$ cat src/rtl/pipe_stage_reg_pkg.sv
// Shared types, occupancy constants and the saturating-add helper for the
// pipeline stage register.
package pipe_pkg;

  typedef enum logic [1:0] {
    EMPTY = 2'd0,
    ONE   = 2'd1,
    FULL  = 2'd2
  } pipe_state_t;

  localparam logic [1:0] OCC_EMPTY = 2'd0;
  localparam logic [1:0] OCC_ONE   = 2'd1;
  localparam logic [1:0] OCC_TWO   = 2'd2;

  // Counters up to 32 bits wide; callers pass their own all-ones limit.
  function automatic logic [31:0] sat_add(input logic [31:0] cnt,
                                          input logic [1:0]  inc,
                                          input logic [31:0] lim = 32'hFFFF_FFFF);
    logic [32:0] sum;
    sum = {1'b0, cnt} + {31'b0, inc};
    if (sum > {1'b0, lim}) begin
      return lim;
    end
    return sum[31:0];
  endfunction

endpackage

$ cat src/rtl/pipe_stage_reg_if.sv
// Upstream and downstream valid/ready/data signals of one pipeline stage.
// The stage itself uses the slave modport; the surrounding logic uses master.
interface pipe_stage_reg_if #(
  parameter int DATA_W = 32
);
  logic              in_valid;
  logic              in_ready;
  logic [DATA_W-1:0] in_data;
  logic              out_valid;
  logic              out_ready;
  logic [DATA_W-1:0] out_data;

  modport slave (
    input  in_valid, in_data, out_ready,
    output in_ready, out_valid, out_data
  );

  modport master (
    output in_valid, in_data, out_ready,
    input  in_ready, out_valid, out_data
  );
endinterface

$ cat src/rtl/pipe_stage_reg_slot.sv
// One valid+data holding register. Clear wins over load; an invalid slot can
// optionally be forced to zero so stale payloads never leak downstream.
module pipe_slot
  import pipe_pkg::*;
#(
  parameter int DATA_W       = 32,
  parameter int ZERO_INVALID = 1
) (
  input  logic              clk,
  input  logic              rst,
  input  logic              load,
  input  logic              clear,
  input  logic [DATA_W-1:0] d,
  output logic              valid,
  output logic [DATA_W-1:0] data
);

  always_ff @(posedge clk) begin
    if (rst) begin
      valid <= 1'b0;
      data  <= '0;
    end else if (clear) begin
      valid <= 1'b0;
      if (ZERO_INVALID != 0) begin
        data <= '0;
      end
    end else if (load) begin
      valid <= 1'b1;
      data  <= d;
    end
  end

endmodule

$ cat src/rtl/pipe_stage_reg.sv
// Pipeline stage register with valid/ready handshake, optional skid slot so
// in_ready is registered, and saturating stall/flush-drop counters.
module pipe_stage_reg
  import pipe_pkg::*;
#(
  parameter int DATA_W       = 32,
  parameter int SKID         = 1,
  parameter int ZERO_INVALID = 1,
  parameter int CNT_W        = 16
) (
  input  logic             clk,
  input  logic             resetn,
  input  logic             flush,
  pipe_stage_reg_if.slave  bus,
  output logic [1:0]       occ,
  output logic [CNT_W-1:0] stall_cnt,
  output logic [CNT_W-1:0] drop_cnt
);

  localparam logic [CNT_W-1:0] CNT_ONES = '1;

  pipe_state_t       state_q;
  pipe_state_t       state_d;
  logic              in_fire;
  logic              out_fire;
  logic              main_load;
  logic              main_clear;
  logic              skid_load;
  logic              skid_clear;
  logic              main_valid;
  logic [DATA_W-1:0] main_data;
  logic [DATA_W-1:0] main_d;
  logic              skid_valid;
  logic [DATA_W-1:0] skid_data;
  logic [1:0]        stall_inc;
  logic [1:0]        drop_inc;

  assign in_fire       = bus.in_valid && bus.in_ready;
  assign out_fire      = main_valid && bus.out_ready;
  assign bus.out_valid = main_valid;
  assign bus.out_data  = main_data;

  // When the skid slot is occupied it is always older than the input beat.
  assign main_d = (state_q == FULL) ? skid_data : bus.in_data;

  pipe_slot #(
    .DATA_W       (DATA_W),
    .ZERO_INVALID (ZERO_INVALID)
  ) u_main (
    .clk   (clk),
    .rst   (resetn),
    .load  (main_load),
    .clear (main_clear),
    .d     (main_d),
    .valid (main_valid),
    .data  (main_data)
  );

  generate
    if (SKID != 0) begin : g_skid
      pipe_slot #(
        .DATA_W       (DATA_W),
        .ZERO_INVALID (ZERO_INVALID)
      ) u_skid (
        .clk   (clk),
        .rst   (resetn),
        .load  (skid_load),
        .clear (skid_clear),
        .d     (bus.in_data),
        .valid (skid_valid),
        .data  (skid_data)
      );
      assign bus.in_ready = !resetn && (state_q != FULL);
    end else begin : g_noskid
      logic unused_skid_ctl;
      assign unused_skid_ctl = skid_load | skid_clear;
      assign skid_valid      = 1'b0;
      assign skid_data       = '0;
      assign bus.in_ready    = !resetn && (!main_valid || bus.out_ready);
    end
  endgenerate

  always_ff @(posedge clk) begin
    if (resetn) begin
      state_q <= EMPTY;
    end else begin
      state_q <= state_d;
    end
  end

  // Without a skid slot, in_fire in ONE implies out_fire, so FULL is unreachable.
  always_comb begin
    state_d    = state_q;
    main_load  = 1'b0;
    main_clear = 1'b0;
    skid_load  = 1'b0;
    skid_clear = 1'b0;
    if (flush) begin
      state_d    = EMPTY;
      main_clear = 1'b1;
      skid_clear = 1'b1;
    end else begin
      case (state_q)
        EMPTY: begin
          if (in_fire) begin
            main_load = 1'b1;
            state_d   = ONE;
          end
        end
        ONE: begin
          if (in_fire && out_fire) begin
            main_load = 1'b1;
          end else if (in_fire) begin
            skid_load = 1'b1;
            state_d   = FULL;
          end else if (out_fire) begin
            main_clear = 1'b1;
            state_d    = EMPTY;
          end
        end
        FULL: begin
          if (out_fire) begin
            main_load  = 1'b1;
            skid_clear = 1'b1;
            state_d    = ONE;
          end
        end
        default: begin
          state_d = EMPTY;
        end
      endcase
    end
  end

  always_comb begin
    case (state_q)
      EMPTY:   occ = OCC_EMPTY;
      ONE:     occ = OCC_ONE;
      FULL:    occ = OCC_TWO;
      default: occ = OCC_EMPTY;
    endcase
  end

  // A beat that out-fires during flush was delivered, so it is not a drop.
  assign stall_inc = {1'b0, main_valid && !bus.out_ready};
  assign drop_inc  = flush ? ({1'b0, main_valid && !bus.out_ready} + {1'b0, skid_valid})
                           : 2'd0;

  always_ff @(posedge clk) begin
    if (resetn) begin
      stall_cnt <= '0;
      drop_cnt  <= '0;
    end else begin
      stall_cnt <= CNT_W'(sat_add(32'(stall_cnt), stall_inc, 32'(CNT_ONES)));
      drop_cnt  <= CNT_W'(sat_add(32'(drop_cnt), drop_inc, 32'(CNT_ONES)));
    end
  end

endmodule
$ cat src/flat_wrapper.sv
// flat-port wrapper written by rule: the top's interface ports become plain ports
module pipe_stage_reg_flat import pipe_pkg::*;
#(
  parameter int DATA_W       = 32,
  parameter int SKID         = 1,
  parameter int ZERO_INVALID = 1,
  parameter int CNT_W        = 16
)
  (clk, resetn, flush, occ, stall_cnt, drop_cnt, bus_in_valid, bus_in_data, bus_out_ready, bus_in_ready, bus_out_valid, bus_out_data);
  pipe_stage_reg_if #(.DATA_W(DATA_W)) bus_i ();
  input  logic clk;
  input  logic resetn;
  input  logic flush;
  output logic [1:0] occ;
  output logic [CNT_W-1:0] stall_cnt;
  output logic [CNT_W-1:0] drop_cnt;
  input wire logic [$bits(bus_i.in_valid)-1:0] bus_in_valid;
  input wire logic [$bits(bus_i.in_data)-1:0] bus_in_data;
  input wire logic [$bits(bus_i.out_ready)-1:0] bus_out_ready;
  output wire logic [$bits(bus_i.in_ready)-1:0] bus_in_ready;
  output wire logic [$bits(bus_i.out_valid)-1:0] bus_out_valid;
  output wire logic [$bits(bus_i.out_data)-1:0] bus_out_data;
  assign bus_i.in_valid = bus_in_valid;
  assign bus_i.in_data = bus_in_data;
  assign bus_i.out_ready = bus_out_ready;
  assign bus_in_ready = bus_i.in_ready;
  assign bus_out_valid = bus_i.out_valid;
  assign bus_out_data = bus_i.out_data;
  pipe_stage_reg #(.DATA_W(DATA_W), .SKID(SKID), .ZERO_INVALID(ZERO_INVALID), .CNT_W(CNT_W)) u_core (.clk(clk), .resetn(resetn), .flush(flush), .bus(bus_i), .occ(occ), .stall_cnt(stall_cnt), .drop_cnt(drop_cnt));
endmodule
$ cat config.mk
export PLATFORM = sky130hd
export DESIGN_NAME = pipe_stage_reg_flat
export DESIGN_NICKNAME = d
export VERILOG_FILES = /design/src/rtl/pipe_stage_reg_pkg.sv /design/src/rtl/pipe_stage_reg_if.sv /design/src/rtl/pipe_stage_reg_slot.sv /design/src/rtl/pipe_stage_reg.sv /design/src/flat_wrapper.sv
export SDC_FILE = /design/constraint.sdc
export NUM_CORES = 1
export LEC_CHECK = 0
export CORE_ASPECT_RATIO = 0.6
export CORE_UTILIZATION = 50
export CTS_BUF_LIST = sky130_fd_sc_hd__clkbuf_2 sky130_fd_sc_hd__clkbuf_4 sky130_fd_sc_hd__clkbuf_8
export CTS_CLUSTER_SIZE = 12
export DETAILED_ROUTE_END_ITERATION = 6
export PLACE_DENSITY = 0.8
export SYNTH_ARGS = -nofsm -noshare
export SYNTH_HDL_FRONTEND = slang
export SYNTH_SLANG_ARGS = --single-unit
$ cat constraint.sdc
create_clock -name clk -period 4.6 [get_ports clk]
set_clock_uncertainty 0.05 [all_clocks]
set_input_delay 1.38 -clock clk [delete_from_list [all_inputs] [get_ports clk]]
set_output_delay 1.38 -clock clk [all_outputs]
set_load 0.01 [all_outputs]
==> metrics.txt <==
number of flops mapped to enable cells by yosys 0; final std cells w/o fill 692; Sw Pwr 0.0003846 W; Async SR Flop Fraction 0%; Hold-fix buffers, CTS 0; register share of total power 52.1%; DR DRC count 0; Max H-tree Level 3; Clk pwr share 40.2%; Synth Flop Type dfxtp_1; Die ar. 0.009134 sq mm; Via density 5.552; worst slew pin tran 0.8689 ns; Clock transition at path regs 0.10 ns; most frequent cells in the layout clkdlybuf4s50_1, dfxtp_1, nand2_1; # nets final 620; Routed Antenna Nets 0; reg2reg path depth 9; final wirelength 10850 microns; slowest stage delay, CP 0.53 ns; clock root cell clkbuf_8; drt pass-1 iters 4; ANT cells 0; postcts setup bufs 0; hpwl dp 7337 microns; final max-slew violation count 0; Worst Setup End Kind flip-flop; worst vdd rail ir drop 0.2168 mV; Tmin final 3.926 ns; Metal-1 WL 5022 microns; vias 3842; met3 wire len 633 microns; switch share 22.82%; Area growth syn-to-layout 31.28%; pin count of the biggest net entering global routing 66; num rows 25; total track usage 24.33%; status completed; Power Internal 0.001301 W; IO buf count 104; crit path cell chain clkdlybuf4s50_1 -> nor2b_1 -> xor2_1 -> and2_1 -> ha_1 -> fa_1 -> nand2_1 -> nor2_1 -> nand4_1 -> a31oi_1; Slowest cell on crit path nand4_1; Worst Path Arrival 4.17 ns; Worst Setup Path Type in -> reg; CP Launch Type input port; GP Congestion 0.8918; RSZ-0062 raised after global routing false; DRC marker count from the first detailed-route iteration 241; register area share after synthesis 45.79%; post-CTS resize count 0; clk_lat worst skew 0.38 ns; total nets after synthesis 529; CTS Sinks 100; Final TNS setup 0 ns; Hold WC Path Type reg -> reg; Clock Tree Buf Depth 2; Syn. warnings 0; count of cell types in the netlist 40; initial antenna violation count 0; GRT Residual Overflow 0; commonest non-fill, non-tap cell in the layout clkdlybuf4s50_1; period utilization 85.35%; Inst Count DP 676; Cells after Synth 488; height of the die 74.43 microns; vias in the first global route 3558; drt wl/cell 15.68 microns; max frequency 0.2547 GHz; Max Cap Viol 0; headroom to the max-slew limit 41.87%; R2R Path Start u_core.u_main.valid; R2R Setup Slk 1.63 ns; share of layout cells above drive strength 1 8.219%; Fillers 619; synthesis-stage register bit count 100; Mapped Avg Cell Area 8.958 sq um; CP required 4.85 ns; CP Launch Point bus_out_ready; crit-path max FO 14; Comb power frac 7.7%; highest routed layer met4; core region area 0.008164 sq mm; Worst R2R End u_core.drop_cnt[13]; global-route wire length before repair 17190 microns; setup violators final 0; Die X 122.7 microns; TritonCTS Buffers 9; PD cells 293.6 mW/mm^2; Fin. Hold Viols 0; io pins 105; Netlist Area Pre-Place 0.004372 sq mm; P_leak 2.031 nW; critical path endpoint u_core.drop_cnt[13]; Initial Util 53.55%; CTS tree done; routed wl met2 5109 microns
-- routing by layer --
| layer | track usage [%] | vias up |
|---|---|---|
| li1 | - | 1886 |
| met1 | 32.15 | 1823 |
| met2 | 39.33 | 124 |
| met3 | 6.212 | 9 |
| met4 | 7.724 | 0 |
| met5 | 0 | - |
-- synthesized netlist by cell type, types with 2 or more instances --
cell / number / area [sq um]
dfxtp_1: 100 / 2002
nand2_1: 75 / 281.5
a21oi_1: 60 / 300.3
nor2_1: 44 / 165.2
mux2i_1: 34 / 340.3
a211oi_2: 20 / 250.2
clkbuf_1: 19 / 71.32
xnor2_1: 17 / 148.9
a211oi_1: 13 / 97.59
inv_1: 13 / 48.80
nand3_1: 10 / 50.05
nand4_1: 10 / 62.56
nor3_1: 8 / 40.04
xor2_1: 7 / 61.31
buf_2: 6 / 30.03
nor4_1: 5 / 31.28
and2_1: 4 / 25.02
or3_1: 4 / 25.02
a31oi_1: 3 / 18.77
and3_1: 3 / 18.77
buf_4: 3 / 22.52
buf_6: 3 / 33.78
ha_1: 3 / 37.54
nand3b_1: 3 / 22.52
nor3b_1: 3 / 22.52
and4_1: 2 / 17.52
nor2b_1: 2 / 12.51
o21ai_0: 2 / 10.01
-- kinds of logic (layout without fill, tap and decap cells) --
family	after synthesis	in the layout	synth area share, %
compound gates	106	106	17.17
xor+xnor	24	24	4.808
fa+ha+maj	4	4	1.317
buf+inv	44	140	4.722
flops	100	100	45.79
mux	34	34	7.785
simple gates	176	176	18.40
-- cell type report --
class	count	area, sq um	share of cell area (%)
multi-input combinational	344	2201	38.35
clock inverter	7	122.6	2.136
tap	108	135.1	2.354
clock buffer	9	123.9	2.158
timing repair buffer	111	1106	19.27
sequential	100	2002	34.88
inverter	13	48.80	0.8502
-- registers in the layout (all words and copies together), names as in the netlist --
signal,count
u_core.g_skid.u_skid.data,32
u_core.stall_cnt,16
u_core.drop_cnt,16
u_core.u_main.valid,1
u_core.state_q,2
u_core.g_skid.u_skid.valid,1
u_core.u_main.data,32
-- power groups by stage --
stage | registers [W] | logic (W) | clock network (W)
floorplan | 0.000900 | 0.0000605 | 0
global placement | 0.000898 | 0.000126 | 0
detailed placement | 0.000899 | 0.000129 | 0
CTS | 0.000879 | 0.000130 | 0.000691
global route | 0.000880 | 0.000139 | 0.000720
finish | 0.000878 | 0.000129 | 0.000677
-- worst max-delay path: cells and delay by family --
| kind | cells | cell delay, ns |
|---|---|---|
| AOI/OAI and AO/OA | 1 | 0.33 |
| and+or+nand+nor | 5 | 1.37 |
| buffers and inverters | 1 | 0.48 |
| xor gates and xnor gates | 1 | 0.16 |
| adders and majority gates | 2 | 0.45 |
-- worst min path at each step --
stage                             startpoint                            end  slack [ns]  cells after the start
2_1_floorplan   u_core.g_skid.u_skid.data[0]   u_core.g_skid.u_skid.data[0]        0.39                      2
3_3_place_gp    u_core.g_skid.u_skid.data[6]   u_core.g_skid.u_skid.data[6]        0.39                      2
3_5_place_dp   u_core.g_skid.u_skid.data[16]  u_core.g_skid.u_skid.data[16]        0.40                      2
4_1_cts         u_core.g_skid.u_skid.data[2]   u_core.g_skid.u_skid.data[2]        0.41                      2
5_1_grt        u_core.g_skid.u_skid.data[18]  u_core.g_skid.u_skid.data[18]        0.42                      2
6_report       u_core.g_skid.u_skid.data[14]  u_core.g_skid.u_skid.data[14]        0.41                      2
-- metrics by stage --
stage	cell area (sq um)	util [%]	power [W]	hold slack (ns)	setup slack, ns
after detailed placement	5493	67.28	0.001028	0.3988	0.3557
after floorplan	4372	-	0.0009610	0.3857	1.134
after global routing	5739	70.30	0.001739	0.4245	0.4620
after CTS	5739	70.30	0.001700	0.4116	0.6921
final	5739	70.30	0.001685	0.4134	0.6738
after global placement	5493	67.28	0.001025	0.3906	0.4836
Note: power is estimated with default switching activity, not from simulation.
